### src/rtl/minilogix_pkg.sv
// Shared sizing helpers for the minilogix2 programmable logic block.
// Config word layout, LSB first: LUT | input select | toggle mode.
package minilogix_pkg;

  localparam int LUT_OFS  = 0;
  localparam int DEF_NIN  = 4;
  localparam int DEF_NOUT = 4;

  function automatic int ncfg_of(input int nin, input int nout);
    return (nin < nout) ? nin : nout;
  endfunction

  function automatic int lut_bits(input int nin, input int nout);
    return nout * (1 << nin);
  endfunction

  function automatic int sel_ofs(input int nin, input int nout);
    return LUT_OFS + lut_bits(nin, nout);
  endfunction

  function automatic int tog_ofs(input int nin, input int nout);
    return sel_ofs(nin, nout) + ncfg_of(nin, nout);
  endfunction

  function automatic int cfg_width(input int nin, input int nout);
    return lut_bits(nin, nout) + ncfg_of(nin, nout) + nout;
  endfunction

  function automatic int cnt_width(input int nin, input int nout);
    return $clog2(cfg_width(nin, nout) + 1);
  endfunction

  localparam int DEF_SEL_OFS = sel_ofs(DEF_NIN, DEF_NOUT);
  localparam int DEF_TOG_OFS = tog_ofs(DEF_NIN, DEF_NOUT);
  localparam int DEF_CFGW    = cfg_width(DEF_NIN, DEF_NOUT);
  localparam int DEF_CNTW    = cnt_width(DEF_NIN, DEF_NOUT);

endpackage

### src/rtl/minilogix2_if.sv
// Logic, load and status signals of minilogix2; clk/rst stay separate.
interface minilogix2_if #(
  parameter int NIN  = 4,
  parameter int NOUT = 4
);
  logic [NIN-1:0]  i_input;
  logic [NOUT-1:0] o_output;
  logic            i_run;
  logic            i_load_en;
  logic            i_load_dat;
  logic            o_load_dat;
  logic            i_commit;
  logic            o_cfg_valid;
  logic            o_cfg_err;

  modport slave (
    input  i_input, i_run, i_load_en, i_load_dat, i_commit,
    output o_output, o_load_dat, o_cfg_valid, o_cfg_err
  );

  modport master (
    output i_input, i_run, i_load_en, i_load_dat, i_commit,
    input  o_output, o_load_dat, o_cfg_valid, o_cfg_err
  );
endinterface

### src/rtl/minilogix2_cfg.sv
// Double-buffered configuration: serial shadow chain, bit counter,
// length-checked commit into the active register.
module minilogix2_cfg
  import minilogix_pkg::*;
#(
  parameter  int NIN  = 4,
  parameter  int NOUT = 4,
  localparam int CFGW = cfg_width(NIN, NOUT),
  localparam int CW   = cnt_width(NIN, NOUT)
) (
  input  logic            clk,
  input  logic            rst,
  input  logic            load_en,
  input  logic            load_dat,
  input  logic            commit,
  output logic [CFGW-1:0] active,
  output logic            cfg_valid,
  output logic            cfg_err,
  output logic            load_out
);

  logic [CFGW-1:0] shadow;
  logic [CW-1:0]   cnt;
  logic            full;

  assign full     = (cnt == CW'(CFGW));
  assign load_out = shadow[CFGW-1];

  always_ff @(posedge clk or posedge rst)
    if (rst)          shadow <= '0;
    else if (load_en) shadow <= {shadow[CFGW-2:0], load_dat};

  // A commit sees the pre-shift count; a bit shifted alongside it starts the next load.
  always_ff @(posedge clk or posedge rst)
    if (rst)                   cnt <= '0;
    else if (commit)           cnt <= load_en ? CW'(1) : '0;
    else if (load_en && !full) cnt <= cnt + 1'b1;

  always_ff @(posedge clk or posedge rst)
    if (rst) begin
      active    <= '0;
      cfg_valid <= 1'b0;
      cfg_err   <= 1'b0;
    end else if (commit) begin
      if (full) begin
        active    <= shadow;
        cfg_valid <= 1'b1;
        cfg_err   <= 1'b0;
      end else begin
        cfg_err   <= 1'b1;
      end
    end

endmodule

### src/rtl/minilogix2.sv
// Programmable NIN-in / NOUT-out LUT with output feedback and per-output
// toggle mode; configuration handled by minilogix2_cfg.
module minilogix2
  import minilogix_pkg::*;
#(
  parameter int NIN  = 4,
  parameter int NOUT = 4
) (
  input logic           clk,
  input logic           rst,
  minilogix2_if.slave   bus
);

  localparam int CFGW  = cfg_width(NIN, NOUT);
  localparam int NCFG  = ncfg_of(NIN, NOUT);
  localparam int NLUT  = lut_bits(NIN, NOUT);
  localparam int SEL_O = sel_ofs(NIN, NOUT);
  localparam int TOG_O = tog_ofs(NIN, NOUT);

  logic [CFGW-1:0] active;
  logic [NLUT-1:0] lut;
  logic [NCFG-1:0] sel;
  logic [NOUT-1:0] tog;
  logic [NIN-1:0]  ram_sel;
  logic [NOUT-1:0] lut_word;
  logic [NOUT-1:0] nxt;

  minilogix2_cfg #(.NIN(NIN), .NOUT(NOUT)) u_cfg (
    .clk       (clk),
    .rst       (rst),
    .load_en   (bus.i_load_en),
    .load_dat  (bus.i_load_dat),
    .commit    (bus.i_commit),
    .active    (active),
    .cfg_valid (bus.o_cfg_valid),
    .cfg_err   (bus.o_cfg_err),
    .load_out  (bus.o_load_dat)
  );

  assign lut = active[LUT_OFS +: NLUT];
  assign sel = active[SEL_O   +: NCFG];
  assign tog = active[TOG_O   +: NOUT];

  // Feedback taps read the registered outputs, i.e. the value before the edge.
  always_comb begin
    ram_sel = bus.i_input;
    for (int j = 0; j < NCFG; j++)
      if (sel[j]) ram_sel[j] = bus.o_output[j];
  end

  assign lut_word = lut[int'(ram_sel) * NOUT +: NOUT];

  for (genvar k = 0; k < NOUT; k++) begin : g_out
    assign nxt[k] = tog[k] ? (bus.o_output[k] ^ lut_word[k]) : lut_word[k];
  end

  always_ff @(posedge clk or posedge rst)
    if (rst)                                bus.o_output <= '0;
    else if (bus.i_run && bus.o_cfg_valid) bus.o_output <= nxt;

endmodule

### src/flat_wrapper.sv
// flat-port wrapper written by rule: the top's interface ports become plain ports
module minilogix2_flat import minilogix_pkg::*;
#(
  parameter int NIN  = 4,
  parameter int NOUT = 4
)
  (clk, rst, bus_i_input, bus_i_run, bus_i_load_en, bus_i_load_dat, bus_i_commit, bus_o_output, bus_o_load_dat, bus_o_cfg_valid, bus_o_cfg_err);
  minilogix2_if #(.NIN(NIN), .NOUT(NOUT)) bus_i ();
  input logic clk;
  input logic rst;
  input wire logic [$bits(bus_i.i_input)-1:0] bus_i_input;
  input wire logic [$bits(bus_i.i_run)-1:0] bus_i_run;
  input wire logic [$bits(bus_i.i_load_en)-1:0] bus_i_load_en;
  input wire logic [$bits(bus_i.i_load_dat)-1:0] bus_i_load_dat;
  input wire logic [$bits(bus_i.i_commit)-1:0] bus_i_commit;
  output wire logic [$bits(bus_i.o_output)-1:0] bus_o_output;
  output wire logic [$bits(bus_i.o_load_dat)-1:0] bus_o_load_dat;
  output wire logic [$bits(bus_i.o_cfg_valid)-1:0] bus_o_cfg_valid;
  output wire logic [$bits(bus_i.o_cfg_err)-1:0] bus_o_cfg_err;
  assign bus_i.i_input = bus_i_input;
  assign bus_i.i_run = bus_i_run;
  assign bus_i.i_load_en = bus_i_load_en;
  assign bus_i.i_load_dat = bus_i_load_dat;
  assign bus_i.i_commit = bus_i_commit;
  assign bus_o_output = bus_i.o_output;
  assign bus_o_load_dat = bus_i.o_load_dat;
  assign bus_o_cfg_valid = bus_i.o_cfg_valid;
  assign bus_o_cfg_err = bus_i.o_cfg_err;
  minilogix2 #(.NIN(NIN), .NOUT(NOUT)) u_core (.clk(clk), .rst(rst), .bus(bus_i));
endmodule
### config.mk
export PLATFORM = sky130hd
export DESIGN_NAME = minilogix2_flat
export DESIGN_NICKNAME = d
export VERILOG_FILES = /design/src/rtl/minilogix_pkg.sv /design/src/rtl/minilogix2_if.sv /design/src/rtl/minilogix2_cfg.sv /design/src/rtl/minilogix2.sv /design/src/flat_wrapper.sv
export SDC_FILE = /design/constraint.sdc
export NUM_CORES = 1
export LEC_CHECK = 0
export ABC_AREA = 1
export ABC_CLOCK_PERIOD_IN_PS = 5250
export CORE_ASPECT_RATIO = 1.25
export CORE_MARGIN = 8
export CORE_UTILIZATION = 55
export CTS_CLUSTER_SIZE = 10
export DETAILED_ROUTE_END_ITERATION = 7
export GPL_ROUTABILITY_DRIVEN = 0
export PLACE_DENSITY = 0.75
export SKIP_CTS_REPAIR_TIMING = 1
export SYNTH_ARGS = -nofsm -noshare
export SYNTH_HDL_FRONTEND = slang
export SYNTH_SLANG_ARGS = --single-unit
### constraint.sdc
create_clock -name clk -period 5.25 [get_ports clk]
set_clock_uncertainty 0.2 [all_clocks]
set_input_delay 0.7875 -clock clk [delete_from_list [all_inputs] [get_ports clk]]
set_output_delay 0.7875 -clock clk [all_outputs]
set_load 0.03 [all_outputs]
# --- After elaboration in Yosys (flattened, before gate mapping) ---
# Cells that the tools add are included.
totals:
  output_inout_bits: 7
  register_bits: 157
  in_bits: 10
  word_cells: 30
op_classes:
  n_reduce_logical: 5
  mux: 12
  shift: 1
  addsub: 1
  bitwise: 4
  n_eq_ne: 1
op_table:
  columns: ["op", "count"]
  rows:
  - ["64-bit by 7-bit indexed part select with 4-bit output", 1]
  - ["7-bit two-way mux", 2]
  - ["1-bit two-way mux", 10]
  - ["7-bit by 1-bit adder with 7-bit output (second input constant)", 1]
  - ["7-bit == test (second input constant)", 1]
  - ["1-bit bitwise XOR", 4]
  - ["1-bit logical AND", 2]
  - ["2-bit AND reduction", 1]
  - ["2-bit nonzero test", 1]
  - ["1-bit logical NOT", 1]

# --- Logic depth before layout (Yosys ltp) ---
# Gate-level depths: netlist of the first run.
logic_depth:
  word_depth: 5
  mapped_depth: 12

# --- By module ---
# Synthesis of the first run repeated with hierarchy kept, for this count alone.
unflattened:
  hier_cells: 795
  area_unflattened_um2: 6792.8
modules_own_cells:
  columns: ["mod", "instances", "seq_area_each_um2", "cells_per_inst", "area_each_um2"]
  rows:
  - ["minilogix2_cfg", 1, 3828.7, 610, 5824.3]
  - ["minilogix2", 1, 100.1, 185, 968.4]

# --- Least setup slack after synthesis of the first run ---
# No wires, ideal clock.
synth_timing:
  kind: "input to register"
  startpoint: "input bus_i_input[1]"
  endpoint: "register u_core.bus.o_output[3]"
  t_required_ns: 4.937
  setup_slack_ns: 3.283
  arrival_time_ns: 1.654
  setup_ns: 0.113
  cell_stages: 10
  cell_sequence: "inv_1 o21ai_2 buf_4 nand3_1 nand3_1 nand3_1 nand3_1 nand2_1 nand2_1 inv_1"
synth_via:
  elab_chain_cells: 4
synth_rtl:
  columns: ["item", "line_no", "rtl"]
  rows:
  - ["from (decl)", "flat_wrapper.sv:11", "input wire logic [$bits(bus_i.i_input)-1:0] bus_i_input;"]
  - ["1-bit two-way mux *", "minilogix2.sv:48", "if (sel[j]) ram_sel[j] = bus.o_output[j];"]
  - ["64-bit by 7-bit indexed part select with 4-bit output *", "minilogix2.sv:51", "assign lut_word = lut[int'(ram_sel) * NOUT +: NOUT];"]
  - ["1-bit bitwise XOR", "minilogix2.sv:54", "assign nxt[k] = tog[k] ? (bus.o_output[k] ^ lut_word[k]) : lut_word[k];"]
  - ["1-bit two-way mux *", "minilogix2.sv:54", null]
  - ["to (signal assigned)", "minilogix2.sv:59", "else if (bus.i_run && bus.o_cfg_valid) bus.o_output <= nxt;"]
  - ["to (decl)", "minilogix2_if.sv:18", "output o_output, o_load_dat, o_cfg_valid, o_cfg_err"]
# Mark *: on every way between the ends. The rest lies on a longest branch, timed or not.
# A chain may end at the register's enable or synchronous reset.

# --- Worst setup path in the final report of the first run ---
layout_timing:
  startpoint: "input bus_i_commit"
  endpoint: "register u_core.u_cfg.active[9]"
layout_via:
  elab_chain_cells: 1
layout_rtl:
  columns: ["item", "line_no", "rtl"]
  rows:
  - ["from (decl)", "flat_wrapper.sv:15", "input wire logic [$bits(bus_i.i_commit)-1:0] bus_i_commit;"]
  - ["2-bit AND reduction (no line)", null, null]
  - ["to (signal assigned)", "minilogix2_cfg.sv:46", "active <= shadow;"]
  - ["to (decl)", "minilogix2_cfg.sv:16", "output logic [CFGW-1:0] active,"]
# Every way passes these cells.

==> summary.txt, run 1 <==
==================================================================================
GRT Resource Usage Total                                                     0.178
Outcome                                                               finished clean
Fmax                                                                       326 MHz
Antenna viol nets, final                                                         0
Final max-slew violation count                                                   0
XOR/XNOR Fraction of Synth Area                                                  0
Vias                                                                          5070
Final Hold Violating Endpoints                                                   0
Die Y                                                                       141 µm
Netlist area before placement                                             6860 µm²
Top flip-flop cell by instance count after synthesis                  sky130_fd_sc_hd__dfrtp_1
Cell Chain, Critical Path                                             clkdlybuf4s50_1, inv_1, nor2_8, inv_4, buf_4, nand2_1, o21ai_1
Static power due to leakage                                                3.57 nW
Number of levels the H-tree was split into                                       4
Fraction of the cycle the final worst path needs                             0.584
Port Buffers                                                                    16
Final setup violation count                                                      0
Stage delay of the slowest cell on the critical path                        740 ps
Post-synthesis cell type count                                                  27
Share of final-layout standard cells stronger than drive strength 1          0.116
Clk Tree Root Cell                                                    sky130_fd_sc_hd__clkbuf_16
Maximum fanout along the worst path                                             95
Number of flops mapped to enable cells by yosys                                  0
Filler Cell Count                                                             1049
Commonest cells in the netlist                                        sky130_fd_sc_hd__nand2_1 (186), sky130_fd_sc_hd__dfrtp_1 (157), sky130_fd_sc_hd__inv_1 (95)
Yosys warns                                                                      0
Data arrival, critical path                                                3200 ps
Number of global-route vias before repair                                     5022
Main area contributors after synthesis                                sky130_fd_sc_hd__dfrtp_1 (57%), sky130_fd_sc_hd__nand2_1 (10%), sky130_fd_sc_hd__o21ai_0 (6.4%)
Detailed-route wire length                                                 13.5 mm
Critical Path Sink Type                                                       flop
Post-layout net count                                                          786
Combinational family with the most area after synthesis               simple AND/OR/NAND/NOR gates
Min-delay worst type                                                       reg2reg
Detailed placer's ending HPWL                                              8.84 mm
Largest net degree at the start of global routing                              109
Cell depth of the worst min-delay path                                           2
Clock buffers created by TritonCTS                                              17
Die width                                                                   116 µm
Effective utilization at floorplan                                           0.564
Area fraction in compound gates after synthesis                              0.130
Insertion delay of the later-clocked pin in the worst-skew pair             420 ps
Critical path launch point                                            bus_i_commit
PnR Total Power                                                            3.14 mW
First-pass DRT Iterations                                                        5
Post-Synthesis Net Count                                                       785
Largest area contributor in the synthesized netlist                   sky130_fd_sc_hd__dfrtp_1
Power per standard cell area                                            412 nW/µm²
Total DRC errors in the routed layout                                            0
Depth of the worst register-to-register path                                     8
Origin of the critical flop-to-flop path                              u_core.u_cfg.cnt[0]
Worst slew margin                                                            0.275
Synth Area in Adders                                                       0.00365
Max Root-Sink Buffers                                                            2
Min-delay src                                                         u_core.u_cfg.shadow[46]
Min Tclk post-route                                                        3070 ps
Data required, critical path                                               5390 ps
Count of antenna diodes in the layout                                            0
Die footprint                                                            16300 µm²
Fraction of registers with async set/reset                                    1.00
Wire length of the first global-routing pass                               23.0 mm
Clock tree from TritonCTS                                                      yes
Synthesized netlist cell count                                                 773
Fraction of synthesized area in multiplexers                                     0
Total number of clock tree sinks                                               157
Sequential element share of the synthesized area                             0.573
Grt ovf                                                                          0
Critical-path cell with the highest stage delay                       sky130_fd_sc_hd__inv_4
Worst-case vdd ir drop                                                    0.246 mV
Number of max-cap violations                                                     0
Pin slew with the least headroom to its limit                              1090 ps
Synthesized area per cell                                                 8.87 µm²
Number of antenna violations at the first check in global routing                0
RSZ-0062 raised after global routing                                            no
Crit Path Class                                                             in2reg
Simple-gate portion of the synthesized area                                  0.207
Number of top-level design ports                                                17
CP startpoint kind                                                       input pin
Number of placement rows                                                        45
Library cell with the highest instance count after synthesis          sky130_fd_sc_hd__nand2_1
Vias per Instance                                                             5.33
Clock slew at reported path FFs                                              60 ps
Post-synthesis to final-layout area growth                                   10.9%
Area of the core                                                         12200 µm²
Initial drt markers                                                            298
Flip-flop and latch count after synthesis                                      157
Setup TNS Final                                                               0 ps
Final routed wire length divided by cell count                             14.2 µm
Area share of the leading cell type in the synthesized netlist               0.573
==================================================================================
[per-layer routing]
layer / routed length (µm) / up-vias / part of all wire / global-route usage
li1: - / 2491 / - / -
met1: 5840 / 2436 / 0.43 / 0.218
met2: 6660 / 110 / 0.49 / 0.287
met3: 644 / 33 / 0.048 / 0.0466
met4: 344 / 0 / 0.026 / 0.0815
met5: 0 / - / 0 / 0
[critical path, delay by kind of cell]
family                 cells  cell delay (ps)
buffers and inverters      4             2000
AOI/OAI and AO/OA          1              120
and+or+nand+nor            2              230
[cell families after synthesis]
kind of cell | count (synthesis)
fa+ha+maj | 2
buf+inv | 137
flops | 157
simple gates | 317
compound gates | 160
[power by group]
part,internal [mW],switching (mW),leakage [nW]
logic,0.171,0.360,1.36
registers,1.34,0.0852,1.94
clock network,0.708,0.471,0.269
[through the flow]
| stage | setup slack (ps) | utilization | cells | hold WS, ps | cell area [µm²] |
|---|---|---|---|---|---|
| after floorplan | 27.6 | - | 773 | 237 | 6860 |
| after global placement | 1970 | 0.579 | 919 | 264 | 7040 |
| after detailed placement | 1840 | 0.579 | 919 | 268 | 7040 |
| after CTS | 2210 | 0.626 | 951 | 283 | 7610 |
| after global routing | 2020 | 0.626 | 951 | 298 | 7610 |
| final | 2180 | 0.626 | 951 | 281 | 7610 |
[cells in the final DEF (no fill, tap or decap)]
cell type and n:
sky130_fd_sc_hd__clkbuf_1 3, sky130_fd_sc_hd__bufinv_16 2, sky130_fd_sc_hd__nand4_4 1, sky130_fd_sc_hd__nand3_1 85, sky130_fd_sc_hd__o21ai_2 23, sky130_fd_sc_hd__nor2_2 2, sky130_fd_sc_hd__inv_1 94, sky130_fd_sc_hd__a211oi_1 1
sky130_fd_sc_hd__a21oi_1 9, sky130_fd_sc_hd__o211ai_1 1, sky130_fd_sc_hd__nand2_1 186, sky130_fd_sc_hd__clkinvlp_4 4, sky130_fd_sc_hd__clkinv_1 1, sky130_fd_sc_hd__clkbuf_8 1, sky130_fd_sc_hd__dfrtp_1 157, sky130_fd_sc_hd__clkinv_4 1
sky130_fd_sc_hd__buf_4 5, sky130_fd_sc_hd__inv_6 1, sky130_fd_sc_hd__nand2_4 2, sky130_fd_sc_hd__ha_1 2, sky130_fd_sc_hd__nand4_1 4, sky130_fd_sc_hd__o21ai_1 38, sky130_fd_sc_hd__nor2_8 1, sky130_fd_sc_hd__clkdlybuf4s50_1 15
sky130_fd_sc_hd__clkinv_2 4, sky130_fd_sc_hd__inv_4 1, sky130_fd_sc_hd__inv_2 2, sky130_fd_sc_hd__nor3_1 2, sky130_fd_sc_hd__clkbuf_16 17, sky130_fd_sc_hd__o21ai_0 88, sky130_fd_sc_hd__nor2_1 10, sky130_fd_sc_hd__nand2_2 23
sky130_fd_sc_hd__or2_2 1
[final timing paths]
kind,slack (ps),to
setup / recovery,2180,u_core.u_cfg.active[9]
hold / removal,280,u_core.u_cfg.shadow[47]
setup reg to reg,2470,u_core.u_cfg.active[9]
hold reg to reg,280,u_core.u_cfg.shadow[47]
max in group asynchronous,3190,u_core.u_cfg.active[9]
min in group asynchronous,750,u_core.u_cfg.shadow[42]
[layout make-up]
class,count,area (µm²),share of cell area
Sequential cell,157,3930,0.516
Multi-Input combinational cell,479,2340,0.307
Clock buffer,21,450,0.0592
Inverter,99,379,0.0498
Tap cell,164,205,0.0270
Timing Repair Buffer,20,188,0.0247
Clock inverter,11,119,0.0156
[sequential cells by signal (all words and copies together), names as in the netlist]
register and flops:
u_core.u_cfg.active 72, u_core.u_cfg.shadow 72, u_core.u_cfg.cnt 7, u_core.bus.o_output 4
u_core.u_cfg.cfg_err 1, u_core.u_cfg.cfg_valid 1
No activity file was read; power rests on OpenSTA's default activity.
==> run 2: changes to the inputs <==
Settings changed: ABC_CLOCK_PERIOD_IN_PS 5250 to 3100, CORE_UTILIZATION 55 to 60, PLACE_DENSITY 0.75 to 0.78.
Clock period 5.25 ns to 3.1 ns, I/O delays scaled along.
==> run 2 against run 1 <==
Clock-buffer cell count rose by 1. First-iteration DRC count rose by 23%. Via count rose by 1.4%. Die area fell by 7.3%. Global-route usage rose by 1.8 points. Final area rose by 0.48%. Hold slack got worse by 90 ps. Largest cell class unchanged. Non-clock buffer count rose by 5.
==> summary.txt, run 2 (synthesis gave the netlist of run 1 again) <==
==================================================================================
Outcome                                                               finished clean
Die Y                                                                       136 µm
Leading cell types in the layout, fill and taps excluded              sky130_fd_sc_hd__nand2_1 (186), sky130_fd_sc_hd__dfrtp_1 (157), sky130_fd_sc_hd__inv_1 (94), sky130_fd_sc_hd__o21ai_0 (88), sky130_fd_sc_hd__nand3_1 (85)
Buffers plus inverters on the worst setup path                                   3
Vias                                                                          5142
Number of max-cap violations                                                     0
Number of antenna violations at the first check in global routing                0
Effective utilization at floorplan                                           0.616
Final Util                                                                   0.687
Grt ovf                                                                          0
Critical-path cell with the highest stage delay                       sky130_fd_sc_hd__clkdlybuf4s50_1
Clock buffers created by TritonCTS                                              17
Port Buffers                                                                    16
Largest net degree at the start of global routing                               83
Number of top-level design ports                                                17
Detailed placer's ending HPWL                                              9.22 mm
Placed inst area                                                          7090 µm²
Clk Tree Root Cell                                                    sky130_fd_sc_hd__clkbuf_16
Endpoint of the worst register-to-register path                       u_core.bus.o_output[3]
Cell family contributing the most delay on the critical path          simple AND/OR/NAND/NOR gates
Insertion delay of the later-clocked pin in the worst-skew pair             420 ps
Stage delay of the slowest cell on the critical path                        540 ps
Worst-case vdd ir drop                                                    0.462 mV
Antenna viol nets, final                                                         0
Pre-CTS setup slack                                                         498 ps
Count of antenna diodes in the layout                                            0
Data arrival, critical path                                                2350 ps
PnR Total Power                                                            5.26 mW
Pin slew with the least headroom to its limit                               729 ps
Final setup violation count                                                      0
Number of levels the H-tree was split into                                       4
First-pass DRT Iterations                                                        5
WHS                                                                         191 ps
Vias per Instance                                                             5.55
Min Tclk post-route                                                        2230 ps
Min-delay src                                                         bus_i_load_en
Cell seen most often among critical-path stages                       sky130_fd_sc_hd__nand3_1
Worst setup margin                                                          872 ps
Fin cells                                                                      927
RSZ-0062 raised after global routing                                            no
Placed cell count                                                              895
R2R Setup Slk                                                              1020 ps
Depth of the worst register-to-register path                                     8
Static power due to leakage                                                3.61 nW
Post-synthesis to final-layout area growth                                   11.5%
Commonest non-fill, non-tap cell in the layout                        sky130_fd_sc_hd__nand2_1
Number of global-route vias before repair                                     5099
Die footprint                                                            15100 µm²
Clock tree from TritonCTS                                                      yes
Fraction of the cycle the final worst path needs                             0.719
Crit Path Class                                                             in2reg
Clock slew at reported path FFs                                              60 ps
Fmax                                                                       449 MHz
Detailed-route wire length                                                 13.8 mm
Worst hold endpoint                                                   u_core.u_cfg.cnt[2]
Total DRC errors in the routed layout                                            0
Number of placement rows                                                        43
Max Root-Sink Buffers                                                            2
Share of final-layout standard cells stronger than drive strength 1          0.121
Initial drt markers                                                            366
Wire length of the first global-routing pass                               23.9 mm
Maximum fanout along the worst path                                             16
Post-layout net count                                                          791
Origin of the critical flop-to-flop path                              u_core.u_cfg.active[65]
Worst slew margin                                                            0.509
Die width                                                                   112 µm
Setup TNS Final                                                               0 ps
Power per standard cell area                                            688 nW/µm²
GRT Resource Usage Total                                                     0.196
Post-route cell area                                                      7650 µm²
Total number of clock tree sinks                                               157
Min-delay worst type                                                        in2reg
Final max-slew violation count                                                   0
Cell depth of the worst min-delay path                                           3
Final Hold Violating Endpoints                                                   0
Area of the core                                                         11100 µm²
Data required, critical path                                               3220 ps
CP startpoint kind                                                       input pin
Largest registers ranked by flip-flop count                           u_core.u_cfg.active (72), u_core.u_cfg.shadow (72), u_core.u_cfg.cnt (7)
Cell Chain, Critical Path                                             clkdlybuf4s50_1, inv_1, o21ai_2, nand3_1, nand3_1, nand3_1, nand3_1, nand2_1, nand2_1, inv_1
Final routed wire length divided by cell count                             14.8 µm
Critical Path Sink Type                                                       flop
==================================================================================
run 2: how the worst max path moves through the flow:
stage / cells past startpoint / slack (ps) / from / endpoint
5_1_grt: 10 / 770 / bus_i_input[1] / u_core.bus.o_output[3]
4_1_cts: 1 / 850 / u_core.bus.o_output[0] / bus_o_output[0]
3_3_place_gp: 10 / 580 / bus_i_input[1] / u_core.bus.o_output[3]
6_report: 10 / 870 / bus_i_input[1] / u_core.bus.o_output[3]
2_1_floorplan: 1 / 450 / rst / u_core.bus.o_output[0]
3_5_place_dp: 10 / 500 / bus_i_input[1] / u_core.bus.o_output[3]
run 2: layout make-up:
cell class	count	area (µm²)
inverters	99	378
flip-flops and latches	157	3930
fillers	839	3490
multi-input cells	479	2340
clock buffers	22	464
clock inverters	10	91.3
repair buffers	25	275
well taps	135	169
run 2: layer usage:
layer  global-route usage  wire length [µm]  part of all wire
met1                0.237              5920              0.43
met2                0.326              6760              0.49
met3               0.0455               636             0.046
met4               0.0990               437             0.032
met5                    0                 0                 0
run 2: report_power, final:
group          internal, mW  switching, mW
registers              2.28          0.151
clock network          1.14          0.798
logic                 0.299          0.595
total                  3.72           1.54
run 2: worst register-to-register path, stage by stage, from the launching register on:
cell	delay [ps]
sky130_fd_sc_hd__dfrtp_1	450
sky130_fd_sc_hd__o21ai_2	570
sky130_fd_sc_hd__nand3_1	190
sky130_fd_sc_hd__nand3_1	160
sky130_fd_sc_hd__nand3_1	140
sky130_fd_sc_hd__nand3_1	110
sky130_fd_sc_hd__nand2_1	50
sky130_fd_sc_hd__nand2_1	60
sky130_fd_sc_hd__inv_1	30
